==> config.mk <==
export PLATFORM = sky130hd
export DESIGN_NAME = rvb_bextdep_arb
export DESIGN_NICKNAME = d
export VERILOG_FILES = /design/src/rtl/rvb_bextdep_arb.sv
export SDC_FILE = /design/constraint.sdc
export NUM_CORES = 1
export LEC_CHECK = 0
export ABC_AREA = 1
export BUFFER_PORTS_ARGS = -buffer_cell sky130_fd_sc_hd__buf_2
export CAP_MARGIN = 20
export CORE_AREA = 2 2 124 126
export CTS_CLUSTER_SIZE = 25
export DETAILED_ROUTE_END_ITERATION = 7
export DIE_AREA = 0 0 126 128
export PLACE_DENSITY = 0.55
export SLEW_MARGIN = 20
export SYNTH_ARGS = -nofsm -noshare
export SYNTH_HDL_FRONTEND = slang
export SYNTH_SLANG_ARGS = --single-unit
export TNS_END_PERCENT = 5
==> constraint.sdc <==
create_clock -name clock -period 1.9 [get_ports clock]
set_input_delay 0.095 -clock clock [delete_from_list [all_inputs] [get_ports clock]]
set_output_delay 0.095 -clock clock [all_outputs]
set_load 0.03 [all_outputs]
==> src/rtl/rvb_bextdep_arb.sv <==
// Round-robin front end sharing one rvb_bextdep unit between two requesters.
// An in-order owner-tag FIFO steers each unit result back to the port that issued it.
module rvb_bextdep_arb #(
   parameter int unsigned XLEN  = 32,
   parameter int unsigned DEPTH = 4
) (
   input  logic                     clock,
   input  logic                     reset,

   input  logic                     req0_valid,
   output logic                     req0_ready,
   input  logic [XLEN-1:0]          req0_rs1,
   input  logic [XLEN-1:0]          req0_rs2,
   input  logic [4:0]               req0_ctrl,

   input  logic                     req1_valid,
   output logic                     req1_ready,
   input  logic [XLEN-1:0]          req1_rs1,
   input  logic [XLEN-1:0]          req1_rs2,
   input  logic [4:0]               req1_ctrl,

   output logic                     rsp0_valid,
   input  logic                     rsp0_ready,
   output logic [XLEN-1:0]          rsp0_rd,

   output logic                     rsp1_valid,
   input  logic                     rsp1_ready,
   output logic [XLEN-1:0]          rsp1_rd,

   output logic                     unit_din_valid,
   input  logic                     unit_din_ready,
   output logic [XLEN-1:0]          unit_din_rs1,
   output logic [XLEN-1:0]          unit_din_rs2,
   output logic [4:0]               unit_din_ctrl,

   input  logic                     unit_dout_valid,
   output logic                     unit_dout_ready,
   input  logic [XLEN-1:0]          unit_dout_rd,

   output logic [$clog2(DEPTH):0]   inflight,
   output logic                     proto_err
);

   localparam int unsigned AW = $clog2(DEPTH);

   logic          ptr_q;
   logic          lock_q;
   logic          lock_id_q;
   logic          err_q;
   logic [AW-1:0] wr_q;
   logic [AW-1:0] rd_q;
   logic [AW:0]   cnt_q;
   logic          fifo_q [DEPTH];

   logic gid;
   logic gvalid;
   logic full;
   logic empty;
   logic head;
   logic push;
   logic pop;
   logic stall;

   // A presented-but-refused request keeps the grant so the unit sees stable operands.
   always_comb begin
      if (lock_q) begin
         gid = lock_id_q;
      end else if (req0_valid && req1_valid) begin
         gid = ptr_q;
      end else begin
         gid = req1_valid;
      end
   end

   assign gvalid = gid ? req1_valid : req0_valid;
   assign full   = (cnt_q == (AW+1)'(DEPTH));
   assign empty  = (cnt_q == '0);
   assign head   = fifo_q[rd_q];

   assign unit_din_valid = !reset && gvalid && !full;
   assign unit_din_rs1   = gid ? req1_rs1  : req0_rs1;
   assign unit_din_rs2   = gid ? req1_rs2  : req0_rs2;
   assign unit_din_ctrl  = gid ? req1_ctrl : req0_ctrl;

   assign push  = unit_din_valid && unit_din_ready;
   assign stall = unit_din_valid && !unit_din_ready;

   assign req0_ready = push && !gid;
   assign req1_ready = push && gid;

   assign rsp0_valid      = !reset && unit_dout_valid && !empty && !head;
   assign rsp1_valid      = !reset && unit_dout_valid && !empty && head;
   assign rsp0_rd         = unit_dout_rd;
   assign rsp1_rd         = unit_dout_rd;
   assign unit_dout_ready = !reset && !empty && (head ? rsp1_ready : rsp0_ready);

   assign pop = unit_dout_valid && unit_dout_ready;

   assign inflight  = cnt_q;
   assign proto_err = err_q;

   always_ff @(posedge clock) begin
      if (reset) begin
         ptr_q     <= 1'b0;
         lock_q    <= 1'b0;
         lock_id_q <= 1'b0;
         err_q     <= 1'b0;
         wr_q      <= '0;
         rd_q      <= '0;
         cnt_q     <= '0;
      end else begin
         lock_q <= stall;
         if (stall) begin
            lock_id_q <= gid;
         end
         if (push) begin
            ptr_q <= !gid;
            wr_q  <= wr_q + AW'(1);
         end
         if (pop) begin
            rd_q <= rd_q + AW'(1);
         end
         if (push && !pop) begin
            cnt_q <= cnt_q + (AW+1)'(1);
         end else if (!push && pop) begin
            cnt_q <= cnt_q - (AW+1)'(1);
         end
         if (unit_dout_valid && empty) begin
            err_q <= 1'b1;
         end
      end
   end

   // Tag storage needs no reset: occupancy is tracked by cnt_q.
   always_ff @(posedge clock) begin
      if (push) begin
         fifo_q[wr_q] <= gid;
      end
   end

endmodule

==> impl.org <==
** Critical path
- Cell count along the critical path :: 12
- Buffers and inverters on the worst path :: 3
- For this run, the slowest stage of the critical path takes 0.35 ns.
- Startpoint Class :: flop
- Kind of cell adding the most delay to the critical path :: adder cells
- Required time worst endpoint :: 2.03 ns
- In this run the worst path has a maximum fanout of 4.
- Element type at the critical path end :: flop
- At the worst endpoint, the arrival time is 2.01 ns.
- By startpoint and endpoint, the worst setup path is classified as reg2reg.
- Measured in cells, the most critical reg-to-reg path has a length of 12.
- Crit-path slowest cell :: fa_2
- Walking the worst path, the cells encountered are inv_4, nor3_4, nor3_4, nand3_4, inv_2, ha_1, inv_1, fa_2, a21oi_2, o21ai_1, o21ai_1, a21oi_1.

** Timing
- The worst pin sits at a relative slew slack of 83.35%.
- Setup repair after global routing could not meet its margin everywhere.
- The routed design could run at a clock period as short as ~1.9 ns.
- The number of max-slew violations in the final report was 0.
- Period utilisation layout :: 98.74%
- Clock skew on the completed layout was measured at 0.001567 ns.
- Max Fclk :: 533.0 MHz
- The final hold violation count is 0.
- Final setup violation count :: 0
- At the pin with the least slew margin, the transition time is 0.2498 ns.

** Logic synthesis
- Area share of the leading cell type in the synthesized netlist :: 38.25%
- Number of synthesized register bits :: 17
- Yosys mapped a number of flops with a built-in enable equal to 4.
- When the netlist entered floorplanning its net count stood at 590.
- Post-synth top area cell :: nand2_1
- Cells taking the most area after synthesis :: nand2_1 38%, buf_4 22%, dfxtp_1 12%
- In the synthesized netlist the dominant register cell turns out to be dfxtp_1.
- By count the netlist is led by 230 x nand2_1, 67 x buf_4, 23 x inv_1, 14 x nor2_1, 13 x dfxtp_1.
- Area of the mapped netlist :: 2257 sq um
- Of the synthesized area, sequential elements account for between 10% and 20%.
- Count of cell types in the netlist :: 23
- Avg Inst Size Synth :: 5.560 sq um
- FFs w/ async S/R, synth :: 0%
- During synthesis, Yosys emitted a total of 0 warnings.
- Number of instances in the synthesized netlist :: slightly above 400
- Most frequent cell after synthesis :: nand2_1

** Finish
- Proportion of layout cells with a drive suffix above 1 :: about 47%
- The number of antenna diodes in the final layout is 0.
- Post-layout net count :: 754
- The area growth from synthesis to layout is 47.51%.
- At the end of the flow the core is filled with cells to 22.40%.
- The finished cells cover 3329 sq um.

** CTS
- Clock tree synthesis found a total of 17 sinks.
- Root Buffer :: clkbuf_16
- H-Tree Depth :: 1
- CTS clk-pin slew, worst paths :: 0.05 ns
- CTS tree :: done
- The clock passes through at most 2 buffers.
- Source-to-sink clock delay at the later pin of the worst-skew pair :: 0.24 ns
- For this design, the CTS-stage hold fixing added 0 buffers.
- Total clock buffers created by CTS :: 3

** Floorplanning
- The die is between 100 and 150 um wide.
- Num rows :: 45
- The die covers roughly 16,000 sq um.
- Overall die height :: about 130 um
- After floorplanning, the core was sized to cover 14,860 sq um.
- Total I/O pin count :: 321
- Initial cell density of the core :: roughly 15%

** Hold path
- In this run the worst hold path is classified as in2reg.
- Worst hold path cell count :: 3

** Global routing
- The via count of the first global-routing pass came to around 2.4k.
- Aggregate global-route resource usage :: 9.415%
- Antenna violations before repair :: 0
- For this run the aggregate overflow at the end of global routing stands at 0.
- The first global-routing pass estimated between 10,000 and 15,000 um of wire.
- Largest net degree at the start of global routing :: 57

** Pwr
- Sequential share of power :: approximately a fifth
- P_leak :: approximately 0.0021 uW
- Net switching share of the total power :: 46.44%
- For this design the total switching power over the nets is 934.8 uW.
- Portion of total power attributed to combinational logic :: just under 60%
- Clk pwr share :: 20.4%
- Maximum resistive drop on vdd :: 0.0002220 V
- Pint :: 1078 uW
- Dividing total power by cell area gives a power density of approximately 600 nW/um^2.

** Placed design
- After legalization and detailed placement, the total HPWL measured approximately 7400 um.
- The placed instances occupy a cell area of ~3200 sq um.
- GP Congestion :: 0.7482
- Total of buffers placed on input and output ports :: 224

** Routing
- For this run, design rule violations remaining after detail routing come to 0.
- DRC marker count from the first detailed-route iteration :: between 70 and 80
- Using the TritonRoute via totals, the vias-per-cell ratio works out to around 3.7.
- Antenna violation net count after detailed routing :: 0
- The detailed router placed 2,803 vias in this run.
- For this block, the routed nets add up to 8650 um of wire.
- Final routed wire length divided by cell count :: 11.43 um
- First-pass iteration count of the detailed router :: 4

** Run
- Max-cap viol count :: 0

** Run status
- Status :: completed
## power by group through the flow
stage,combinational [uW],sequential [uW],clock [uW]
final,1180,422,412
after global routing,1300,426,443
after CTS,1170,421,424
after detailed placement,1170,429,0
after global placement,1160,428,0
after floorplan,955,448,0
## layout by cell type (no fill, tap or decap), types with 2 or more instances in the layout
cell	instances
nand2_1	228
buf_2	217
inv_1	21
nor2_1	14
buf_4	11
dfxtp_1	9
a21oi_1	7
clkbuf_4	7
nand3_1	5
ha_1	5
nand2_2	4
inv_2	4
edfxtp_1	4
nor2_2	3
nand3_2	3
o21ai_1	3
clkbuf_16	3
dfxtp_4	3
nor3_4	2
nand3b_1	2
nand4_1	2
buf_12	2
## area by class of cell
cell class / instances / area, sq um
fillers: 1743 / 11530
repair buffers: 238 / 1272
multi-input cells: 284 / 1249
flip-flops and latches: 17 / 392.9
well taps: 188 / 235.2
inverters: 26 / 100.1
clock buffers: 3 / 75.07
clock inverters: 1 / 5.005
## metal layers
| layer | share of wire [%] | global-route usage [%] | wire, um | up-vias |
|---|---|---|---|---|
| met5 | 0 | 0 | 0 | - |
| met4 | 1.2 | 2.133 | 104 | 0 |
| met3 | 11 | 3.172 | 932 | 18 |
| met2 | 48 | 15.81 | 4189 | 169 |
| met1 | 40 | 11.71 | 3423 | 1140 |
| li1 | - | - | - | 1476 |
## worst paths after layout
check                  start          end  slack (ns)
min reg2reg        proto_err    proto_err        0.45
min          unit_dout_valid    proto_err        0.13
max              inflight[2]  inflight[2]        0.02
max reg2reg      inflight[2]  inflight[2]        0.02
## kinds of logic after synthesis
kind of cell / after synthesis / synth area share (%)
AND/OR/NAND/NOR: 265 / 47.17
buffers and inverters: 105 / 29.27
flip-flops: 17 / 16.85
AO/OA/AOI/OAI: 12 / 2.661
adder cells (fa/ha/maj): 6 / 3.659
XOR/XNOR: 1 / 0.3881
## worst reg2reg max path: stages (launching register included)
cell and delay, ns:
dfxtp_4 0.34, inv_4 0.07, nor3_4 0.05, nor3_4 0.23, nand3_4 0.10, inv_2 0.05, ha_1 0.14, inv_1 0.06
fa_2 0.35, a21oi_2 0.12, o21ai_1 0.09, o21ai_1 0.12, a21oi_1 0.05
## timing repair
| item | in CTS | in global routing |
|---|---|---|
| pin swaps | 1 | 4 |
| resized for setup | 0 | 14 |
| buffers inserted | 1 | 3 |
| endpoints found under the setup margin | 1 | 10 |
## per-stage QoR
step | setup WS, ns | hold slack, ns | setup TNS (ns) | total power, uW | std cells
after floorplan | -0.04887 | 0.1641 | -0.04887 | 1404 | 406
after global placement | 0.03308 | 0.1903 | 0 | 1591 | 749
after detailed placement | 0.003825 | 0.1903 | 0 | 1596 | 749
after CTS | 0.006359 | 0.1208 | 0 | 2018 | 754
after global routing | -0.1205 | 0.1602 | -0.2929 | 2166 | 757
final | 0.02388 | 0.1257 | 0 | 2013 | 757
(Power assumes the default switching activity.)
